**src/rtl/bram_port_arb.sv**
```systemverilog
// Round-robin arbiter multiplexing NUM_CH requesters onto a single BRAM port.
// Read data is steered back to the issuing channel RD_LATENCY cycles after its grant.
module bram_port_arb #(
  parameter int unsigned DATA_WIDTH = 32,
  parameter int unsigned ADDR_WIDTH = 32,
  parameter int unsigned NUM_CH     = 4,
  parameter int unsigned RD_LATENCY = 1
) (
  input  logic                           Clk_CI,
  input  logic                           Rst_RBI,
  input  logic [NUM_CH-1:0]              Req_SI,
  output logic [NUM_CH-1:0]              Gnt_SO,
  input  logic [NUM_CH*ADDR_WIDTH-1:0]   Addr_DI,
  input  logic [NUM_CH*DATA_WIDTH-1:0]   Wr_DI,
  input  logic [NUM_CH*DATA_WIDTH/8-1:0] WrEn_SI,
  output logic [NUM_CH-1:0]              RdValid_SO,
  output logic [NUM_CH*DATA_WIDTH-1:0]   Rd_DO,
  output logic                           En_SO,
  output logic [ADDR_WIDTH-1:0]          Addr_SO,
  output logic [DATA_WIDTH-1:0]          Wr_DO,
  output logic [DATA_WIDTH/8-1:0]        WrEn_SO,
  input  logic [DATA_WIDTH-1:0]          Rd_DI
);

  localparam int unsigned BeW  = DATA_WIDTH / 8;
  localparam int unsigned IdxW = (NUM_CH > 1) ? $clog2(NUM_CH) : 1;

  logic [IdxW-1:0]       ptr_q, ptr_d;
  logic [IdxW-1:0]       gnt_idx;
  logic                  gnt_any;
  logic [BeW-1:0]        wr_en_sel;
  logic                  rd_push;
  logic [RD_LATENCY-1:0] rd_vld_q;
  logic [IdxW-1:0]       rd_idx_q [RD_LATENCY];

  // Scan channels starting at the pointer; the first requester wins.
  always_comb begin
    int unsigned cand;
    gnt_any = 1'b0;
    gnt_idx = '0;
    cand    = 0;
    for (int unsigned k = 0; k < NUM_CH; k++) begin
      cand = 32'(ptr_q) + k;
      if (cand >= NUM_CH) begin
        cand = cand - NUM_CH;
      end
      if (Rst_RBI && !gnt_any && Req_SI[cand[IdxW-1:0]]) begin
        gnt_any = 1'b1;
        gnt_idx = cand[IdxW-1:0];
      end
    end
  end

  always_comb begin
    Gnt_SO = '0;
    if (gnt_any) begin
      Gnt_SO[gnt_idx] = 1'b1;
    end
  end

  always_comb begin
    wr_en_sel = WrEn_SI[32'(gnt_idx)*BeW +: BeW];
    En_SO     = gnt_any;
    Addr_SO   = '0;
    Wr_DO     = '0;
    WrEn_SO   = '0;
    if (gnt_any) begin
      Addr_SO = Addr_DI[32'(gnt_idx)*ADDR_WIDTH +: ADDR_WIDTH];
      Wr_DO   = Wr_DI[32'(gnt_idx)*DATA_WIDTH +: DATA_WIDTH];
      WrEn_SO = wr_en_sel;
    end
  end

  assign rd_push = gnt_any && (wr_en_sel == '0);

  always_comb begin
    ptr_d = ptr_q;
    if (gnt_any) begin
      ptr_d = (gnt_idx == IdxW'(NUM_CH - 1)) ? '0 : gnt_idx + IdxW'(1);
    end
  end

  always_ff @(posedge Clk_CI or negedge Rst_RBI) begin
    if (!Rst_RBI) begin
      ptr_q    <= '0;
      rd_vld_q <= '0;
      for (int i = 0; i < RD_LATENCY; i++) begin
        rd_idx_q[i] <= '0;
      end
    end else begin
      ptr_q       <= ptr_d;
      rd_vld_q[0] <= rd_push;
      rd_idx_q[0] <= gnt_idx;
      for (int i = 1; i < RD_LATENCY; i++) begin
        rd_vld_q[i] <= rd_vld_q[i-1];
        rd_idx_q[i] <= rd_idx_q[i-1];
      end
    end
  end

  // The last pipeline stage lines up with the BRAM output word.
  always_comb begin
    RdValid_SO = '0;
    Rd_DO      = '0;
    for (int unsigned c = 0; c < NUM_CH; c++) begin
      if (rd_vld_q[RD_LATENCY-1] && (rd_idx_q[RD_LATENCY-1] == IdxW'(c))) begin
        RdValid_SO[c]                     = 1'b1;
        Rd_DO[c*DATA_WIDTH +: DATA_WIDTH] = Rd_DI;
      end
    end
  end

endmodule

```
**config.mk**
```make
export PLATFORM = sky130hd
export DESIGN_NAME = bram_port_arb
export DESIGN_NICKNAME = d
export VERILOG_FILES = /design/src/rtl/bram_port_arb.sv
export SDC_FILE = /design/constraint.sdc
export NUM_CORES = 1
export LEC_CHECK = 0
export ABC_AREA = 1
export BUFFER_PORTS_ARGS = -buffer_cell sky130_fd_sc_hd__buf_4
export CAP_MARGIN = 20
export CELL_PAD_IN_SITES_DETAIL_PLACEMENT = 1
export CELL_PAD_IN_SITES_GLOBAL_PLACEMENT = 1
export CORE_AREA = 4 4 197 199
export DETAILED_ROUTE_END_ITERATION = 6
export DIE_AREA = 0 0 201 203
export GPL_TIMING_DRIVEN = 0
export PLACE_DENSITY_LB_ADDON = 0.05
export SLEW_MARGIN = 20
export SYNTH_ARGS = -nofsm -noshare
export SYNTH_HDL_FRONTEND = slang
export SYNTH_SLANG_ARGS = --single-unit
```
**constraint.sdc**
```tcl
create_clock -name Clk_CI -period 3 [get_ports Clk_CI]
set_clock_uncertainty 0.15 [all_clocks]
set_input_delay 0.3 -clock Clk_CI [delete_from_list [all_inputs] [get_ports Clk_CI]]
set_output_delay 0.3 -clock Clk_CI [all_outputs]
set_load 0.005 [all_outputs]
```
==> out/summary.txt <==
=================================================================================================================
Slowest CP cell                                                                                      sky130_fd_sc_hd__dfrtp_1
Most repeated cell in the gate-level netlist after synthesis                                         sky130_fd_sc_hd__inv_1
Core Region                                                                                            0.0372 mm2
Maximum clock path buffer count                                                                                 2
Sequence of cells on the critical path                                                               buf_6, inv_8, nand2_2, nand2_4, nand2_4, nand2_4, nand4_1, nand2_1, nand2_4, nand2_8, buf_12, buf_8, o211ai_1, a21oi_2, buf_4
Ys async rst share                                                                                           100%
Number of remaining DRC errors                                                                                  0
Number of setup violations in the final report                                                                  0
Part of the cycle the worst path needs                                                                      96.7%
Most frequent CP cell                                                                                sky130_fd_sc_hd__nand2_4
Synthesis-stage register bit count                                                                              5
Proportion of power drawn by combinational gates                                                            96.6%
PD cells                                                                                              1080 mW/mm2
Fraction of final layout cells sized beyond drive strength 1                                                48.6%
Count of flip-flops with a built-in enable after synthesis                                                      0
GRT Resource Usage Total                                                                                    16.6%
Layout overhead on the synthesized area                                                                      127%
Fraction of the mapped netlist area in simple logic gates                                                   30.2%
Number of rows created at floorplan                                                                            71
Via total after detailed routing                                                                             7314
Commonest cells post-synth                                                                           178 x sky130_fd_sc_hd__inv_1, 134 x sky130_fd_sc_hd__nor2_1, 129 x sky130_fd_sc_hd__a21oi_1
Final setup margin                                                                                      0.0987 ns
Max-cap violations                                                                                              0
Utilization after layout                                                                                    25.0%
CTS clk-pin slew, worst paths                                                                             0.03 ns
Status                                                                                               finished clean
CP peak stage delay                                                                                       0.39 ns
Number of clock sinks                                                                                           5
Half-perimeter wire length of the detailed placement result                                              31200 um
Launching element type of the critical path                                                             flip-flop
Combinational family with the most area after synthesis                                              compound AO/OA/AOI/OAI gates
Via-per-instance ratio                                                                                       4.01
Sequential power share                                                                                       1.2%
Slew margin rel.                                                                                            58.1%
Actual slew at the worst max-slew pin                                                                    0.628 ns
Cell type with the largest total area after synthesis                                                sky130_fd_sc_hd__inv_1
Class of the tightest hold or removal check                                                          input pin to flip-flop
Leak                                                                                                      5.19 nW
Highest net fanout along the worst path                                                                        10
Number of hold violations in the final report                                                                   0
Top delay family on crit path                                                                        simple AND/OR/NAND/NOR gates
Minimum setup slack after placement                                                                     -0.160 ns
Critical Path Start                                                                                      ptr_q[0]
Final global-route overflow total                                                                               0
Number of buffer and inverter instances along the worst setup path                                              5
Reg2reg start                                                                                            ptr_q[0]
Library cells used by synthesis                                                                                29
Netlist area before placement                                                                         0.00411 mm2
Ys flop type                                                                                         sky130_fd_sc_hd__dfrtp_1
Kind of end point of the critical path                                                               primary output
Global-route wire length before repair                                                                   51700 um
Synthesized-area fraction occupied by ao, oa, aoi and oai cells                                             37.8%
Total wire length after detailed routing                                                                 37100 um
Cell types with the largest area share after synthesis                                               sky130_fd_sc_hd__inv_1 16%, sky130_fd_sc_hd__a21oi_1 16%, sky130_fd_sc_hd__nor2_1 12%, sky130_fd_sc_hd__nand2_1 10%, sky130_fd_sc_hd__o211ai_1 8.0%
Full die area                                                                                          0.0408 mm2
Maximum level of the CTS H-tree                                                                                 1
Antenna violations before repair                                                                                4
Startpoint of the worst hold path                                                                      WrEn_SI[6]
Final ANT Viol Nets                                                                                             0
Worst vdd ir                                                                                             0.454 mV
Crit path arrival time                                                                                    2.45 ns
Final-report max-slew violation count                                                                           0
Area share of xor/xnor cells in the synthesized design                                                         0%
Post-Syn Area per Cell                                                                                   5.08 um2
Cell-internal power                                                                                       4.81 mW
Clk Tree Root Cell                                                                                   sky130_fd_sc_hd__clkbuf_16
Setup CP Type                                                                                        flip-flop to primary output
I/O pin count                                                                                                 515
Switch Pwr                                                                                                5.24 mW
Post-synthesis net count                                                                                     1122
Cells after synthesis                                                                                         808
Later-pin clock latency in the skew report                                                                0.23 ns
Required time of the critical path                                                                        2.55 ns
Mux share of post-synthesis cell area                                                                          0%
Number of DRC markers in iteration 0                                                                          158
Warnings, synthesis                                                                                             0
Top achievable clock speed                                                                                345 MHz
Arithmetic-cell share of the synthesized area counting full adders, half adders and majority gates          1.22%
Synth top area share                                                                                        16.3%
Setup repair after global routing missed its margin                                                           yes
Clock tree from TritonCTS                                                                                    done
Port Buffer Count                                                                                             514
Effective utilization at floorplan                                                                          11.0%
Net switching fraction of the power                                                                         52.1%
Number of optimization iterations in the first detailed-route pass                                              4
TritonCTS Buffers                                                                                               3
Die height                                                                                                 203 um
Sequential fraction of the synthesis area                                                                   3.05%
Final critical path time including I/O delays and setup                                                   2.90 ns
Largest net degree at the start of global routing                                                              11
Post-detailed-route wirelength per cell                                                                   20.3 um
Fin nets                                                                                                     1664
Placer Congestion                                                                                           0.793
Clock share of power                                                                                         2.2%
DIE WIDTH                                                                                                  201 um
Via count of the first global-routing pass                                                                   7898
=================================================================================================================
[path summary, 6_finish.rpt]
kind	end	slack (ns)	cells past startpoint
max in group asynchronous	rd_vld_q	2.09	2
hold reg to reg	ptr_q[1]	0.57	3
setup / recovery	Wr_DO[17]	0.1	15
min in group asynchronous	rd_idx_q[1]	0.40	2
setup reg to reg	ptr_q[1]	0.50	17
hold / removal	rd_vld_q	0.31	6
[what timing repair did]
action                     4_1_cts  5_1_grt
hold endpoints to repair         5        0
gates cloned                     1        4
gates resized for setup         44       78
setup endpoints to repair       73       72
setup buffers                   13        6
hold buffers                     1        0
pin swaps                       10       30
[cell families after synthesis]
| kind of cell | after synthesis |
|---|---|
| buffers and inverters | 247 |
| flip-flops | 5 |
| AND/OR/NAND/NOR | 294 |
| adder cells (fa/ha/maj) | 4 |
| AO/OA/AOI/OAI | 258 |
[metrics by stage]
step | TNS, ns | cell area [um2] | power [mW] | cells | hold slack (ns)
floorplan | 0 | 4110 | 4.54 | 808 | -0.146
global placement | -1.65 | 8560 | 8.66 | 1796 | -0.00105
detailed placement | -2.13 | 8560 | 8.64 | 1796 | -0.00268
CTS | 0 | 8940 | 9.55 | 1815 | 0.312
global route | -1.55 | 9300 | 11.1 | 1826 | 0.357
finish | 0 | 9300 | 10.1 | 1826 | 0.309
[worst register-to-register path, cell delays in order (launching register included)]
cell and delay (ns):
sky130_fd_sc_hd__dfrtp_1 0.39, sky130_fd_sc_hd__buf_6 0.15, sky130_fd_sc_hd__inv_8 0.08, sky130_fd_sc_hd__nand2_2 0.08, sky130_fd_sc_hd__nand3_2 0.09, sky130_fd_sc_hd__nand2_4 0.08, sky130_fd_sc_hd__nand3_1 0.09, sky130_fd_sc_hd__nand2_1 0.06
sky130_fd_sc_hd__nand2_1 0.06, sky130_fd_sc_hd__nand2_1 0.09, sky130_fd_sc_hd__nand2_4 0.11, sky130_fd_sc_hd__nand2_8 0.09, sky130_fd_sc_hd__buf_12 0.18, sky130_fd_sc_hd__buf_12 0.14, sky130_fd_sc_hd__buf_16 0.13, sky130_fd_sc_hd__ha_1 0.27
sky130_fd_sc_hd__nand2_1 0.06, sky130_fd_sc_hd__o21ai_0 0.08
[power groups by stage]
stage,registers [mW],logic (mW),clock network [mW]
after floorplan,0.114,4.43,0
after global placement,0.116,8.55,0
after detailed placement,0.117,8.52,0
after CTS,0.116,9.21,0.223
after global routing,0.125,10.7,0.229
final,0.119,9.71,0.219
[layout make-up]
class | count | area [um2]
Fill cell | 4715 | 27900
Inverter | 183 | 699
Multi-Input combinational cell | 556 | 2980
Antenna cell | 3 | 7.51
Clock buffer | 4 | 78.8
Timing Repair Buffer | 539 | 4150
Buffer | 62 | 666
Tap cell | 474 | 593
Sequential cell | 5 | 125
[flip-flops by register name (all words and copies together) (netlist names)]
| name | flops |
|---|---|
| ptr_q | 2 |
| rd_idx_q | 2 |
| rd_vld_q | 1 |
[placed cells by master (no fill, tap or decap), types with 3 or more instances in the layout]
cell,n
sky130_fd_sc_hd__nand2_4,9
sky130_fd_sc_hd__nand3_2,3
sky130_fd_sc_hd__o211ai_1,44
sky130_fd_sc_hd__o21ai_1,26
sky130_fd_sc_hd__buf_6,12
sky130_fd_sc_hd__buf_12,12
sky130_fd_sc_hd__buf_8,14
sky130_fd_sc_hd__buf_4,532
sky130_fd_sc_hd__ha_1,3
sky130_fd_sc_hd__inv_1,177
sky130_fd_sc_hd__nand2_2,12
sky130_fd_sc_hd__diode_2,3
sky130_fd_sc_hd__clkbuf_2,5
sky130_fd_sc_hd__nand2_1,100
sky130_fd_sc_hd__buf_2,5
sky130_fd_sc_hd__clkbuf_4,4
sky130_fd_sc_hd__o21ai_0,39
sky130_fd_sc_hd__nor3_1,4
sky130_fd_sc_hd__o211ai_2,20
sky130_fd_sc_hd__a21oi_2,9
sky130_fd_sc_hd__clkbuf_16,6
sky130_fd_sc_hd__nor2_1,134
sky130_fd_sc_hd__clkbuf_1,13
sky130_fd_sc_hd__a21oi_1,120
sky130_fd_sc_hd__dfrtp_1,5
sky130_fd_sc_hd__nand3_1,25
sky130_fd_sc_hd__nand2_8,3
[layer usage]
| layer | up-vias | global-route usage [%] | share of wire [%] |
|---|---|---|---|
| li1 | 3641 | - | - |
| met1 | 3347 | 17.6 | 37 |
| met2 | 310 | 31.9 | 53 |
| met3 | 14 | 6.50 | 9.0 |
| met4 | 2 | 2.09 | 0.82 |
| met5 | - | 0 | 0.035 |
(Power assumes the default switching activity.)
